<file path="src/rtl/ecc_scrub_reader_if.sv">
// RAM-port bundle between the ECC scrubber (master) and one port of the
// SECDED-protected RAM (slave).
interface ecc_scrub_reader_if #(
  parameter int ADDR_WIDTH = 3,
  parameter int CW_WIDTH   = 13
);
  logic                  mem_en;
  logic                  mem_we;
  logic [ADDR_WIDTH-1:0] mem_addr;
  logic [CW_WIDTH-1:0]   mem_wdata;
  logic [CW_WIDTH-1:0]   mem_rdata;

  modport master (
    output mem_en,
    output mem_we,
    output mem_addr,
    output mem_wdata,
    input  mem_rdata
  );

  modport slave (
    input  mem_en,
    input  mem_we,
    input  mem_addr,
    input  mem_wdata,
    output mem_rdata
  );
endinterface

</file>
<file path="src/rtl/ecc_scrub_reader.sv">
// SECDED scrubber: walks every RAM address once per pass, writes back
// single-bit corrections and logs/counts double-bit errors.
module ecc_scrub_reader #(
  parameter int DATA_WIDTH  = 8,
  parameter int ADDR_WIDTH  = 3,
  parameter int PARITY_BITS = 4,
  parameter int CW_WIDTH    = DATA_WIDTH + PARITY_BITS + 1,
  parameter int CNT_WIDTH   = 16
) (
  input  logic                  clk,
  input  logic                  rst,
  input  logic                  i_start,
  input  logic                  i_abort,
  ecc_scrub_reader_if.master    m_mem,
  output logic                  o_busy,
  output logic                  o_done,
  output logic [CNT_WIDTH-1:0]  o_sec_count,
  output logic [CNT_WIDTH-1:0]  o_ded_count,
  output logic                  o_ded_flag,
  output logic [ADDR_WIDTH-1:0] o_ded_addr
);

  localparam logic [2:0] S_IDLE = 3'd0;
  localparam logic [2:0] S_RD   = 3'd1;
  localparam logic [2:0] S_WAIT = 3'd2;
  localparam logic [2:0] S_CHK  = 3'd3;
  localparam logic [2:0] S_WB   = 3'd4;
  localparam logic [2:0] S_DONE = 3'd5;

  localparam int                    POS_LIMIT = DATA_WIDTH + PARITY_BITS + 1;
  localparam logic [ADDR_WIDTH-1:0] LAST_ADDR = '1;

  function automatic logic [PARITY_BITS-1:0] syndrome(input logic [CW_WIDTH-1:0] cw);
    logic [PARITY_BITS-1:0] s;
    s = '0;
    for (int i = 1; i < CW_WIDTH; i++) begin
      if (cw[i]) s = s ^ i[PARITY_BITS-1:0];
    end
    return s;
  endfunction

  function automatic logic [CNT_WIDTH-1:0] sat_inc(input logic [CNT_WIDTH-1:0] v);
    return (&v) ? v : v + 1'b1;
  endfunction

  logic [2:0]             r_state;
  logic [ADDR_WIDTH-1:0]  r_addr;
  logic                   r_abort;
  logic                   r_busy;
  logic                   r_done;
  logic [CNT_WIDTH-1:0]   r_sec;
  logic [CNT_WIDTH-1:0]   r_ded;
  logic                   r_flag;
  logic [ADDR_WIDTH-1:0]  r_ded_addr;
  logic [CW_WIDTH-1:0]    r_wdata;
  logic [CW_WIDTH-1:0]    r_cw_p1;

  logic [PARITY_BITS-1:0] w_syn;
  logic                   w_pa;
  logic                   w_sec;
  logic                   w_ded;
  logic                   w_last;
  logic [CW_WIDTH-1:0]    w_fixed;

  // stage p1: codeword captured from the RAM one cycle after the read
  always_ff @(posedge clk) begin
    if (r_state == S_WAIT) r_cw_p1 <= m_mem.mem_rdata;
  end

  // syndrome 0 with odd parity flips bit 0; syndromes past the top bit are uncorrectable
  always_comb begin
    w_syn   = syndrome(r_cw_p1);
    w_pa    = ^r_cw_p1;
    w_sec   = w_pa && (int'(w_syn) < POS_LIMIT);
    w_ded   = w_pa ? !w_sec : (w_syn != '0);
    w_fixed = r_cw_p1 ^ (CW_WIDTH'(1) << w_syn);
    w_last  = (r_addr == LAST_ADDR) || r_abort || i_abort;
  end

  always_ff @(posedge clk or posedge rst) begin
    if (rst) begin
      r_state    <= S_IDLE;
      r_addr     <= '0;
      r_abort    <= 1'b0;
      r_busy     <= 1'b0;
      r_done     <= 1'b0;
      r_sec      <= '0;
      r_ded      <= '0;
      r_flag     <= 1'b0;
      r_ded_addr <= '0;
      r_wdata    <= '0;
    end else begin
      r_done <= 1'b0;
      case (r_state)
        S_IDLE: begin
          if (i_start) begin
            r_state    <= S_RD;
            r_addr     <= '0;
            r_abort    <= 1'b0;
            r_busy     <= 1'b1;
            r_sec      <= '0;
            r_ded      <= '0;
            r_flag     <= 1'b0;
            r_ded_addr <= '0;
          end
        end
        S_RD: begin
          r_abort <= r_abort | i_abort;
          r_state <= S_WAIT;
        end
        S_WAIT: begin
          r_abort <= r_abort | i_abort;
          r_state <= S_CHK;
        end
        S_CHK: begin
          r_abort <= r_abort | i_abort;
          if (w_sec) begin
            r_sec   <= sat_inc(r_sec);
            r_wdata <= w_fixed;
            r_state <= S_WB;
          end else begin
            if (w_ded) begin
              r_ded <= sat_inc(r_ded);
              if (!r_flag) begin
                r_flag     <= 1'b1;
                r_ded_addr <= r_addr;
              end
            end
            if (w_last) begin
              r_state <= S_DONE;
            end else begin
              r_addr  <= r_addr + 1'b1;
              r_abort <= 1'b0;
              r_state <= S_RD;
            end
          end
        end
        S_WB: begin
          if (w_last) begin
            r_state <= S_DONE;
          end else begin
            r_addr  <= r_addr + 1'b1;
            r_abort <= 1'b0;
            r_state <= S_RD;
          end
        end
        S_DONE: begin
          r_state <= S_IDLE;
          r_busy  <= 1'b0;
          r_done  <= 1'b1;
        end
        default: r_state <= S_IDLE;
      endcase
    end
  end

  assign m_mem.mem_en    = (r_state == S_RD) || (r_state == S_WB);
  assign m_mem.mem_we    = (r_state == S_WB);
  assign m_mem.mem_addr  = r_addr;
  assign m_mem.mem_wdata = r_wdata;

  assign o_busy      = r_busy;
  assign o_done      = r_done;
  assign o_sec_count = r_sec;
  assign o_ded_count = r_ded;
  assign o_ded_flag  = r_flag;
  assign o_ded_addr  = r_ded_addr;

endmodule

</file>
<file path="src/flat_wrapper.sv">
// flat-port wrapper written by rule: the top's interface ports become plain ports
module ecc_scrub_reader_flat 
#(
  parameter int DATA_WIDTH  = 8,
  parameter int ADDR_WIDTH  = 3,
  parameter int PARITY_BITS = 4,
  parameter int CW_WIDTH    = DATA_WIDTH + PARITY_BITS + 1,
  parameter int CNT_WIDTH   = 16
)
  (clk, rst, i_start, i_abort, o_busy, o_done, o_sec_count, o_ded_count, o_ded_flag, o_ded_addr, m_mem_mem_en, m_mem_mem_we, m_mem_mem_addr, m_mem_mem_wdata, m_mem_mem_rdata);
  ecc_scrub_reader_if #(.ADDR_WIDTH(ADDR_WIDTH), .CW_WIDTH(CW_WIDTH)) m_mem_i ();
  input  logic clk;
  input  logic rst;
  input  logic i_start;
  input  logic i_abort;
  output logic o_busy;
  output logic o_done;
  output logic [CNT_WIDTH-1:0] o_sec_count;
  output logic [CNT_WIDTH-1:0] o_ded_count;
  output logic o_ded_flag;
  output logic [ADDR_WIDTH-1:0] o_ded_addr;
  output wire logic [$bits(m_mem_i.mem_en)-1:0] m_mem_mem_en;
  output wire logic [$bits(m_mem_i.mem_we)-1:0] m_mem_mem_we;
  output wire logic [$bits(m_mem_i.mem_addr)-1:0] m_mem_mem_addr;
  output wire logic [$bits(m_mem_i.mem_wdata)-1:0] m_mem_mem_wdata;
  input wire logic [$bits(m_mem_i.mem_rdata)-1:0] m_mem_mem_rdata;
  assign m_mem_mem_en = m_mem_i.mem_en;
  assign m_mem_mem_we = m_mem_i.mem_we;
  assign m_mem_mem_addr = m_mem_i.mem_addr;
  assign m_mem_mem_wdata = m_mem_i.mem_wdata;
  assign m_mem_i.mem_rdata = m_mem_mem_rdata;
  ecc_scrub_reader #(.DATA_WIDTH(DATA_WIDTH), .ADDR_WIDTH(ADDR_WIDTH), .PARITY_BITS(PARITY_BITS), .CW_WIDTH(CW_WIDTH), .CNT_WIDTH(CNT_WIDTH)) u_core (.clk(clk), .rst(rst), .i_start(i_start), .i_abort(i_abort), .m_mem(m_mem_i), .o_busy(o_busy), .o_done(o_done), .o_sec_count(o_sec_count), .o_ded_count(o_ded_count), .o_ded_flag(o_ded_flag), .o_ded_addr(o_ded_addr));
endmodule
</file>
<file path="config.mk">
export PLATFORM = sky130hd
export DESIGN_NAME = ecc_scrub_reader_flat
export DESIGN_NICKNAME = d
export VERILOG_FILES = /design/src/rtl/ecc_scrub_reader_if.sv /design/src/rtl/ecc_scrub_reader.sv /design/src/flat_wrapper.sv
export SDC_FILE = /design/constraint.sdc
export NUM_CORES = 1
export LEC_CHECK = 0
export ABC_AREA = 1
export CORE_ASPECT_RATIO = 1.1
export CORE_UTILIZATION = 55
export CTS_BUF_LIST = sky130_fd_sc_hd__clkbuf_4
export DETAILED_ROUTE_END_ITERATION = 8
export DONT_BUFFER_PORTS = 1
export HOLD_SLACK_MARGIN = 0.02
export PLACE_DENSITY = 0.8
export REMOVE_ABC_BUFFERS = 1
export SLEW_MARGIN = 20
export SYNTH_ARGS = -nofsm -noshare
export SYNTH_HDL_FRONTEND = slang
export SYNTH_SLANG_ARGS = --single-unit
</file>
<file path="constraint.sdc">
create_clock -name clk -period 3.5 [get_ports clk]
set_clock_uncertainty 0.2 [all_clocks]
set_input_delay 0.875 -clock clk [delete_from_list [all_inputs] [get_ports clk]]
set_output_delay 0.875 -clock clk [all_outputs]
set_load 0.02 [all_outputs]
</file>
==> metrics.json <==
{
  "run_status": {"value": "completed"},
  "final_wtd_congestion": {"value": 0.952},
  "timing.critical_path.slowest_stage_cell": {"value": "sky130_fd_sc_hd__dfrtp_1"},
  "crit_arrival": {"value": 1970, "unit": "ps"},
  "insertedDiodeCount": {"value": 0},
  "yosys_warnings": {"value": 0},
  "clkTransAtPathRegs": {"value": 120, "unit": "ps"},
  "share_of_the_cycle_needed_by_the_critical_path_after_routing": {"value": 0.869},
  "postSynthRegisterBits": {"value": 71},
  "post_cts.repair.setup_buffers": {"value": 0},
  "syn2layout_area_growth": {"value": 6.60, "unit": "%"},
  "timing.reg2reg.worst_path_depth": {"value": 9},
  "max_slew_headroom": {"value": 0.346},
  "overflow_left_after_global_routing": {"value": 0},
  "timing.critical_path.cells": {"value": "nor2_1, inv_1, nor2_1, inv_1, o21ai_0"},
  "io_buffers": {"value": 0},
  "p_leak": {"value": 2.20, "unit": "nW"},
  "total_drc_errors_in_the_routed_layout": {"value": 0},
  "finalWirelength": {"value": 9330, "unit": "um"},
  "reg2reg_setup_slack": {"value": 790, "unit": "ps"},
  "start_kind": {"value": "flip-flop"},
  "final_layout_size_suffix_gt1_frac": {"value": 0.0718},
  "worst_path_largest_cell_delay": {"value": 440, "unit": "ps"},
  "grt_pass1_wl": {"value": 16000, "unit": "um"},
  "die_height": {"value": 94.4, "unit": "um"},
  "fp.dieW": {"value": 86.0, "unit": "um"},
  "grt_pass1_vias": {"value": 3570},
  "floorplan.io_pins": {"value": 73},
  "timing_hold_violations_final": {"value": 0},
  "max-cap-violations": {"value": 0},
  "final_layout_worst_hold_slack": {"value": 190, "unit": "ps"},
  "rsz_0062_raised_after_global_routing": {"value": "no"},
  "dieArea": {"value": 0.00811, "unit": "sq mm"},
  "reg_to_reg_endpoint": {"value": "u_core.o_sec_count[6]"},
  "h-tree-depth": {"value": 3},
  "final-max-slew-violation-count": {"value": 0},
  "route.vias.total": {"value": 3744},
  "crit_start": {"value": "u_core.r_state[0]"},
  "grt_start_max_net_pins": {"value": 32},
  "r2r-start": {"value": "u_core.o_sec_count[0]"},
  "synth.avg_cell_area": {"value": 7.22, "unit": "sq um"},
  "route.detailed.wl_per_inst": {"value": 13.2, "unit": "um"},
  "cellPowerDensity": {"value": 728, "unit": "mW/mm^2"},
  "drt_first_iter_violations": {"value": 212},
  "cts.hold.buffers_added": {"value": 0},
  "place.detailed.hpwl": {"value": 6820, "unit": "um"},
  "async_reset_ff_frac": {"value": 0.817},
  "vdd.ir_drop.worst": {"value": 0.000492, "unit": "V"},
  "nNetsFinal": {"value": 615},
  "synth_area": {"value": 0.00427, "unit": "sq mm"},
  "netlist_instances": {"value": 591},
  "post_synth_num_cell_types": {"value": 30},
  "max_clock_freq": {"value": 329, "unit": "MHz"},
  "via_per_inst": {"value": 5.32},
  "cts_resized": {"value": 0},
  "floorplan.core_area": {"value": 0.00747, "unit": "sq mm"},
  "layout_commonest_cell": {"value": "sky130_fd_sc_hd__nand2_1"},
  "grt_antenna_before_repair": {"value": 0},
  "worst_pin_slew": {"value": 976, "unit": "ps"},
  "seq_area_frac_synth": {"value": 0.432},
  "drt_pass1_iterations": {"value": 5},
  "clock_path_buffers": {"value": 2},
  "worst_hold_check_path_type": {"value": "in -> async"},
  "layout_min_cycle_time": {"value": 3040, "unit": "ps"},
  "path_max_fanout": {"value": 5},
  "final_cell_mix": {"value": "sky130_fd_sc_hd__nand2_1, sky130_fd_sc_hd__nor2_1, sky130_fd_sc_hd__dfrtp_1"},
  "layout.filler_cells": {"value": 670},
  "cts_tree": {"value": "done"},
  "finalSetupViolCount": {"value": 0},
  "globalRouteTotalUtil": {"value": 0.252},
  "worst-setup-path-type": {"value": "reg -> out"},
  "insertion_delay": {"value": 430, "unit": "ps"},
  "root_buffer": {"value": "sky130_fd_sc_hd__clkbuf_4"},
  "crit_required": {"value": 2420, "unit": "ps"},
  "postRouteAntennaNets": {"value": 0},
  "synth_ff_type": {"value": "sky130_fd_sc_hd__dfrtp_1"},
  "cp-end-kind": {"value": "output port"},
  "start_util": {"value": 0.571},
  "cts.sinks": {"value": 71},
  "number_of_synthesized_flops_with_an_enable_pin": {"value": 13},
  "tns": {"value": 0, "unit": "ps"},
  "core.rowCount": {"value": 33},
  "clock_buffers_created_by_tritoncts": {"value": 9}
}
-- power breakdown --
| part | total, mW | switching, mW | internal (mW) |
|---|---|---|---|
| Combinational | 1.29 | 0.926 | 0.362 |
| Clock | 0.668 | 0.283 | 0.384 |
| Sequential | 1.36 | 0.321 | 1.03 |
| Total | 3.31 | 1.53 | 1.78 |
-- registers in the layout, summed over array words and instances (netlist names) --
name and cells:
u_core.m_mem.mem_addr 3, u_core.m_mem.mem_wdata 13, u_core.o_busy 1, u_core.o_ded_addr 3, u_core.o_ded_count 16, u_core.o_ded_flag 1, u_core.o_done 1, u_core.o_sec_count 16
u_core.r_abort 1, u_core.r_cw_p1 13, u_core.r_state 3
-- synth_stat cells (5+ instances only) --
library cell,number,area (sq um)
sky130_fd_sc_hd__clkbuf_1,5,18.8
sky130_fd_sc_hd__dfrtp_1,58,1450
sky130_fd_sc_hd__edfxtp_1,13,390
sky130_fd_sc_hd__inv_1,41,154
sky130_fd_sc_hd__nand2_1,244,916
sky130_fd_sc_hd__nand2_2,9,56.3
sky130_fd_sc_hd__nand3_1,54,270
sky130_fd_sc_hd__nand4_1,7,43.8
sky130_fd_sc_hd__nor2_1,64,240
sky130_fd_sc_hd__nor3_1,12,60.1
sky130_fd_sc_hd__o21ai_0,17,85.1
sky130_fd_sc_hd__xnor2_1,5,43.8
sky130_fd_sc_hd__xor2_1,31,272
-- routing by layer --
metal,global-route usage,wire length (um),up-vias
met5,0,0,-
met1,0.300,3920,1747
met4,0.114,216,0
li1,-,-,1873
met3,0.0734,671,23
met2,0.422,4520,101
-- critical path, delay by kind of cell, from the launching register on --
kind                   cells  cell delay [ps]
AO/OA/AOI/OAI              1              300
AND/OR/NAND/NOR            2              570
flip-flops                 1              440
buffers and inverters      2              240
-- cells by family (layout without fill, tap and decap cells) --
logic type | after synthesis | in the layout | share of synthesized area
AOI/OAI and AO/OA | 21 | 21 | 0.0267
xor gates and xnor gates | 36 | 36 | 0.0739
adders and majority gates | 4 | 4 | 0.0117
buffers and inverters | 57 | 65 | 0.0566
DFF | 71 | 71 | 0.432
and+or+nand+nor | 402 | 402 | 0.399
-- stage by stage --
stage               area, sq um  utilization  instances  total power, mW  setup WS, ps
floorplan                  4190            -        578             2.31           997
global placement           4360        0.584        688             2.59           955
detailed placement         4360        0.584        688             2.64           844
CTS                        4550        0.609        704             3.32           453
global route               4550        0.609        704             3.58           271
finish                     4550        0.609        704             3.31           457
-- area by class of cell --
type,instances,area [sq um],area share
multi-input cells,463,2190,0.481
well taps,105,131,0.0289
clock buffers,12,90.1,0.0198
flip-flops and latches,71,1840,0.405
repair buffers,5,37.5,0.00825
clock inverters,4,93.8,0.0206
inverters,44,165,0.0363
-- how the worst max path moves through the flow --
stage	slack, ps	end	cells past startpoint
after global routing	270	m_mem_mem_en	5
after CTS	450	m_mem_mem_en	5
after floorplan	1000	u_core.m_mem.mem_addr[0]	1
after detailed placement	840	u_core.o_sec_count[9]	9
final	460	m_mem_mem_en	5
after global placement	950	u_core.o_sec_count[15]	9
(Power assumes the default switching activity.)
